===== config.mk =====
export PLATFORM = sky130hd
export DESIGN_NAME = spw_rx_fifo_ctrl
export DESIGN_NICKNAME = d
export VERILOG_FILES = /design/src/rtl/spw_rx_fifo_ctrl.sv
export SDC_FILE = /design/constraint.sdc
export NUM_CORES = 1
export LEC_CHECK = 0
export ABC_CLOCK_PERIOD_IN_PS = 4300
export BUFFER_PORTS_ARGS = -buffer_cell sky130_fd_sc_hd__buf_2
export CORE_ASPECT_RATIO = 1.1
export CORE_MARGIN = 2
export CORE_UTILIZATION = 50
export DETAILED_ROUTE_END_ITERATION = 7
export HOLD_SLACK_MARGIN = 0.02
export PLACE_DENSITY_LB_ADDON = 0.25
export REMOVE_ABC_BUFFERS = 1
export SLEW_MARGIN = 40
export SYNTH_ARGS = -nofsm -noshare
export SYNTH_HDL_FRONTEND = slang
export SYNTH_SLANG_ARGS = --single-unit

===== constraint.sdc =====
create_clock -name clk -period 4.3 [get_ports clk]
set_input_delay 0.43 -clock clk [delete_from_list [all_inputs] [get_ports clk]]
set_output_delay 0.43 -clock clk [all_outputs]
set_load 0.005 [all_outputs]

===== src/rtl/spw_rx_fifo_ctrl.sv =====
// SpaceWire receive FIFO controller: pulls 9-bit codec characters into a FIFO
// and exposes them to the CPU as Avalon-MM DATA/STATUS/CONTROL/IRQSTAT registers.
module spw_rx_fifo_ctrl #(
   parameter int DEPTH     = 16,
   parameter int AW        = 4,
   parameter int WATERMARK = 8
) (
   input  logic        clk,
   input  logic        reset_n,
   input  logic [1:0]  address,
   input  logic        read,
   input  logic        write,
   input  logic [31:0] writedata,
   output logic [31:0] readdata,
   output logic        irq,
   input  logic        rx_valid,
   input  logic [8:0]  rx_data,
   output logic        rx_read,
   output logic        fsm_state
);

   typedef enum logic {
      ST_IDLE = 1'b0,
      ST_GAP  = 1'b1
   } state_t;

   localparam logic [AW:0]   FULL_CNT = (AW+1)'(DEPTH);
   localparam logic [AW:0]   WM_LVL   = (AW+1)'(WATERMARK);
   localparam logic [AW:0]   CNT_ONE  = {{AW{1'b0}}, 1'b1};
   localparam logic [AW-1:0] PTR_ONE  = {{(AW-1){1'b0}}, 1'b1};

   localparam logic [1:0] ADDR_DATA    = 2'd0;
   localparam logic [1:0] ADDR_STATUS  = 2'd1;
   localparam logic [1:0] ADDR_CONTROL = 2'd2;
   localparam logic [1:0] ADDR_IRQSTAT = 2'd3;

   state_t        state;
   state_t        state_next;

   logic [8:0]    mem [DEPTH];
   logic [AW-1:0] wptr;
   logic [AW-1:0] rptr;
   logic [AW:0]   count;
   logic [AW:0]   count_next;
   logic [AW:0]   pkt_cnt;
   logic [AW:0]   pkt_next;

   logic          ctrl_en;
   logic          ctrl_wm_en;
   logic          ctrl_eop_en;
   logic          wm_q;
   logic          eop_q;

   logic          empty;
   logic          full;
   logic          flush;
   logic          ctrl_wr;
   logic          stat_wr;
   logic          push;
   logic          pop;
   logic          push_flag;
   logic          pop_flag;
   logic          wm_set;
   logic          eop_set;
   logic [8:0]    head;
   logic [8:0]    pkt_ext;
   logic [7:0]    pkt_sat;
   logic [31:0]   status_word;
   logic [31:0]   control_word;
   logic [31:0]   irqstat_word;
   logic [31:0]   data_word;
   logic          unused_wdata;

   assign unused_wdata = ^writedata[31:4];

   assign empty   = (count == '0);
   assign full    = (count == FULL_CNT);
   assign ctrl_wr = write && (address == ADDR_CONTROL);
   assign stat_wr = write && (address == ADDR_IRQSTAT);
   // Flush overrides both a same-cycle push and a same-cycle pop.
   assign flush   = ctrl_wr && writedata[3];
   assign pop     = read && (address == ADDR_DATA) && !empty && !flush;
   assign head    = mem[rptr];

   assign push_flag = push && rx_data[8];
   assign pop_flag  = pop && head[8];

   // ---------------- ingress FSM ----------------
   always_ff @(posedge clk or negedge reset_n) begin
      if (!reset_n) state <= ST_IDLE;
      else          state <= state_next;
   end

   always_comb begin
      state_next = state;
      unique case (state)
         ST_IDLE: if (push) state_next = ST_GAP;
         ST_GAP:  state_next = ST_IDLE;
         default: state_next = ST_IDLE;
      endcase
      if (flush) state_next = ST_IDLE;
   end

   always_comb begin
      push      = (state == ST_IDLE) && ctrl_en && rx_valid && !full && !flush;
      rx_read   = push;
      fsm_state = (state == ST_GAP);
   end

   // ---------------- FIFO storage and occupancy ----------------
   always_ff @(posedge clk) begin
      if (push) mem[wptr] <= rx_data;
   end

   always_comb begin
      count_next = count;
      if (flush)             count_next = '0;
      else if (push && !pop) count_next = count + CNT_ONE;
      else if (pop && !push) count_next = count - CNT_ONE;
   end

   always_comb begin
      pkt_next = pkt_cnt;
      if (flush)                      pkt_next = '0;
      else if (push_flag && !pop_flag) pkt_next = pkt_cnt + CNT_ONE;
      else if (pop_flag && !push_flag) pkt_next = pkt_cnt - CNT_ONE;
   end

   always_ff @(posedge clk or negedge reset_n) begin
      if (!reset_n) begin
         wptr    <= '0;
         rptr    <= '0;
         count   <= '0;
         pkt_cnt <= '0;
      end else begin
         count   <= count_next;
         pkt_cnt <= pkt_next;
         if (flush) begin
            wptr <= '0;
            rptr <= '0;
         end else begin
            if (push) wptr <= wptr + PTR_ONE;
            if (pop)  rptr <= rptr + PTR_ONE;
         end
      end
   end

   // ---------------- control and interrupt status ----------------
   always_ff @(posedge clk or negedge reset_n) begin
      if (!reset_n) begin
         ctrl_en     <= 1'b0;
         ctrl_wm_en  <= 1'b0;
         ctrl_eop_en <= 1'b0;
      end else if (ctrl_wr) begin
         ctrl_en     <= writedata[0];
         ctrl_wm_en  <= writedata[1];
         ctrl_eop_en <= writedata[2];
      end
   end

   // Watermark fires only on the upward crossing, not while merely above it.
   assign wm_set  = (count < WM_LVL) && (count_next >= WM_LVL);
   assign eop_set = push_flag;

   always_ff @(posedge clk or negedge reset_n) begin
      if (!reset_n) begin
         wm_q  <= 1'b0;
         eop_q <= 1'b0;
         irq   <= 1'b0;
      end else begin
         wm_q  <= wm_set  | (wm_q  & ~(stat_wr & writedata[0]));
         eop_q <= eop_set | (eop_q & ~(stat_wr & writedata[1]));
         irq   <= (wm_q & ctrl_wm_en) | (eop_q & ctrl_eop_en);
      end
   end

   // ---------------- register read path ----------------
   assign pkt_ext = 9'(pkt_cnt);
   assign pkt_sat = pkt_ext[8] ? 8'hFF : pkt_ext[7:0];

   always_comb begin
      status_word  = 32'(count)
                   | {22'b0, full, empty, 8'b0}
                   | {8'b0, pkt_sat, 16'b0};
      control_word = {29'b0, ctrl_eop_en, ctrl_wm_en, ctrl_en};
      irqstat_word = {30'b0, eop_q, wm_q};
      data_word    = pop ? {1'b1, 22'b0, head} : 32'b0;
   end

   always_ff @(posedge clk or negedge reset_n) begin
      if (!reset_n) begin
         readdata <= '0;
      end else if (read) begin
         unique case (address)
            ADDR_DATA:    readdata <= data_word;
            ADDR_STATUS:  readdata <= status_word;
            ADDR_CONTROL: readdata <= control_word;
            ADDR_IRQSTAT: readdata <= irqstat_word;
            default:      readdata <= '0;
         endcase
      end
   end

endmodule

==> impl_metrics.ini <==
[status]
status = complete, no violations

[setup_path]
endpoint_kind = register
cp.arrival_ps = 3830
cpMaxStageDelayCell = fa_1
rr_worst_depth = 14
crit_start = count[0]
crit_fanout = 7
worstPathRequired_ps = 4590
crit_family = simple AND/OR/NAND/NOR gates
worstSetupPathType = register to register
start_kind = register
critical_path_depth = 14
crit_chain = inv_1 -> ha_1 -> nor3b_2 -> a21oi_2 -> nand2_1 -> inv_1 -> nand3_1 -> fa_1 -> a21o_1 -> a21oi_1 -> nand2_1 -> and3b_1 -> o21ai_0 -> nor3b_2
critPathCapture = pkt_cnt[4]
worstReg2RegEnd = pkt_cnt[4]
regToRegSetupSlack_ps = 750
critPathMaxStageDelay_ps = 460
r2r-start = count[0]
cp.buffers_inverters = 2

[layout]
drive_gt1_share_pct = 27.83
fin_util_pct = 58.42
final_nets = 585
antenna_cells = 0
area_delta_synth_final_pct = 13.24

[drt]
ant_nets = 0
avgRoutedWirePerCell_um = 21.79
drc = 0
vias = 4231
routed_wl_mm = 16.01
routed_via_density = 5.756
first_pass_iters = 6
drt_iter0_drc = 386

[clocking]
cts_setup_buffers = 0
ctsHtreeMaxLevel = 4
clock_sinks = 185
clk_latency_ps = 430
cts.reportedPaths.clkPinSlew_ps = 70
clk_path_buf_depth = 2
cts_root_buf = clkbuf_16
cts_tree = yes
cts_made_buffers = 17

[synthesis]
ys_types = 48
muxShareOfSynthArea_pct = 13.86
synth-xor-area-share_pct = 1.215
syn_area_mm2 = 0.007828
synth_seq_cells = 185
yosys-top-cells-count = 144 x edfxtp_1, 41 x dfrtp_1, 41 x mux4_2, 26 x nor2_1, 23 x inv_1
synth_area_leaders = edfxtp_1 55%, dfrtp_1 13%, mux4_2 12%
synth_cells = 473
synthAdderAreaFrac_pct = 1.854
yosys_most_used_dff = edfxtp_1
seq_area_frac_synth_pct = 68.35
synth-simple-area-share_pct = 6.394
synth_top_family_by_area = multiplexers
synth.most_common_cell = edfxtp_1
synth_compound_area_share_pct = 4.044
async_reset_ff_share_pct = 22.16
yosys_warnings = 0
synth_edf_count = 144
syn_avg_cell_area_um2 = 16.55
yosysTopAreaCellShare_pct = 55.24
synth_top_area_cell = edfxtp_1

[floorplanning]
die_h_um = 135.2
dieArea_mm2 = 0.01667
row_count = 47
dieWidth_um = 123.3
num_io_pins = 83
core_mm2 = 0.01517
start_util_pct = 51.59

[global_route]
track_usage_pct = 20.56
first_global_vias = 4327
grt_pass1_wl_mm = 24.47
grt_max_degree = 42
antenna_found_initial = 0
grt_overflow = 0

[timing]
fin_ws_ps = 754.1
hold_viol = 0
final.setup.tns_ps = 0
fmax_mhz = 282.0
rsz0062_at_grt = false
setup_viol = 0
post-route-period-util_pct = 82.46
relSlewSlack_pct = 44.85
finClkSkew_ps = 11.58
worst_slew_pin_slew_ps = 827.2
min_period_ps = 3546
slew_violations = 0

[placement]
gp_congestion = 0.7547
numPortBuffers = 38
pre_cts_ws_ps = 759.7
dpl.hpwl_mm = 10.26

[flow_run]
drv_cap = 0

[worst_hold_path]
holdCritPathClass = input port to register

[power]
power_density_mw_per_mm2 = 566.6
p_leak_nw = 3.203
peakVddDrop_v = 0.0002924
-- kinds of logic (layout without fill, tap and decap cells) --
family | Yosys count | in the layout
other cells | 1 | 16
fa+ha+maj | 11 | 11
buf+inv | 63 | 114
flops | 185 | 185
mux | 56 | 56
xor+xnor | 10 | 10
simple gates | 98 | 98
compound gates | 49 | 49
-- cells in the final DEF (no fill, tap or decap), drive strengths merged, types with 5 or more instances in the layout --
cell type / instances
mux4: 41
nand3: 12
mux2: 9
nand2: 23
xnor2: 5
a31oi: 5
nor3: 8
inv: 27
nor2: 26
nor2b: 5
dfrtp: 41
conb: 16
a21oi: 12
clkbuf: 18
mux2i: 6
buf: 58
o21ai: 14
edfxtp: 144
xor2: 5
ha: 10
-- final cells by class --
class	instances	area [um2]
Timing Repair Buffer	59	360.3
Tap cell	196	245.2
Fill cell	1165	6309
Inverter	23	86.33
Sequential cell	185	5351
Clock inverter	14	143.9
Clock buffer	18	429.2
Multi-Input combinational cell	240	2247
-- worst reg2reg max path: stages (launching register included) --
cell and delay (ps):
dfrtp_1 430, inv_1 100, ha_1 230, nor3b_2 210
a21oi_2 330, nand2_1 280, inv_1 240, nand3_1 220
fa_1 460, a21o_1 170, a21oi_1 200, nand2_1 70
and3b_1 220, o21ai_0 80, nor3b_2 160
-- where the power goes --
part | total, mW | internal (mW) | switching, mW | leakage (nW)
clock network | 1.52 | 0.857 | 0.663 | 0.269
registers | 2.27 | 2.09 | 0.176 | 1.82
logic | 1.23 | 0.618 | 0.615 | 1.11
-- stage by stage --
step	std cells	hold slack [ps]	area, um2	power (mW)
5_1_grt	735	231.4	8864	5.257
3_3_place_gp	700	485.0	8253	3.491
4_1_cts	735	227.3	8864	5.066
6_report	735	247.8	8864	5.022
3_5_place_dp	702	443.6	8280	3.546
2_1_floorplan	448	134.4	7639	3.139
-- worst min-delay path by stage --
stage | from | endpoint | cells after the start
floorplan | reset_n | count[0] | 0
global placement | eop_q | eop_q | 2
detailed placement | reset_n | readdata[17] | 1
CTS | writedata[2] | ctrl_eop_en | 2
global route | writedata[2] | ctrl_eop_en | 2
finish | writedata[2] | ctrl_eop_en | 2
-- sequential cells by signal, summed over array words and instances (netlist names), 4 cells and up --
register / flops
readdata: 16
rptr: 4
pkt_cnt: 5
count: 5
mem: 144
wptr: 4
-- routing by layer --
metal  routed length [um]  up-vias  global-route usage [%]
met5                    0        -                       0
met4                  268        0                   7.071
met3                  903       17                   4.672
met2                 8073      133                   33.36
met1                 6766     2197                   27.53
li1                     -     1884                       -
-- repair_timing --
action                                 in CTS  in global routing
resized for setup                           0                  0
hold buffers                                1                  0
endpoints found under the hold margin      41                  0
Power figures use the tool's default switching activity.
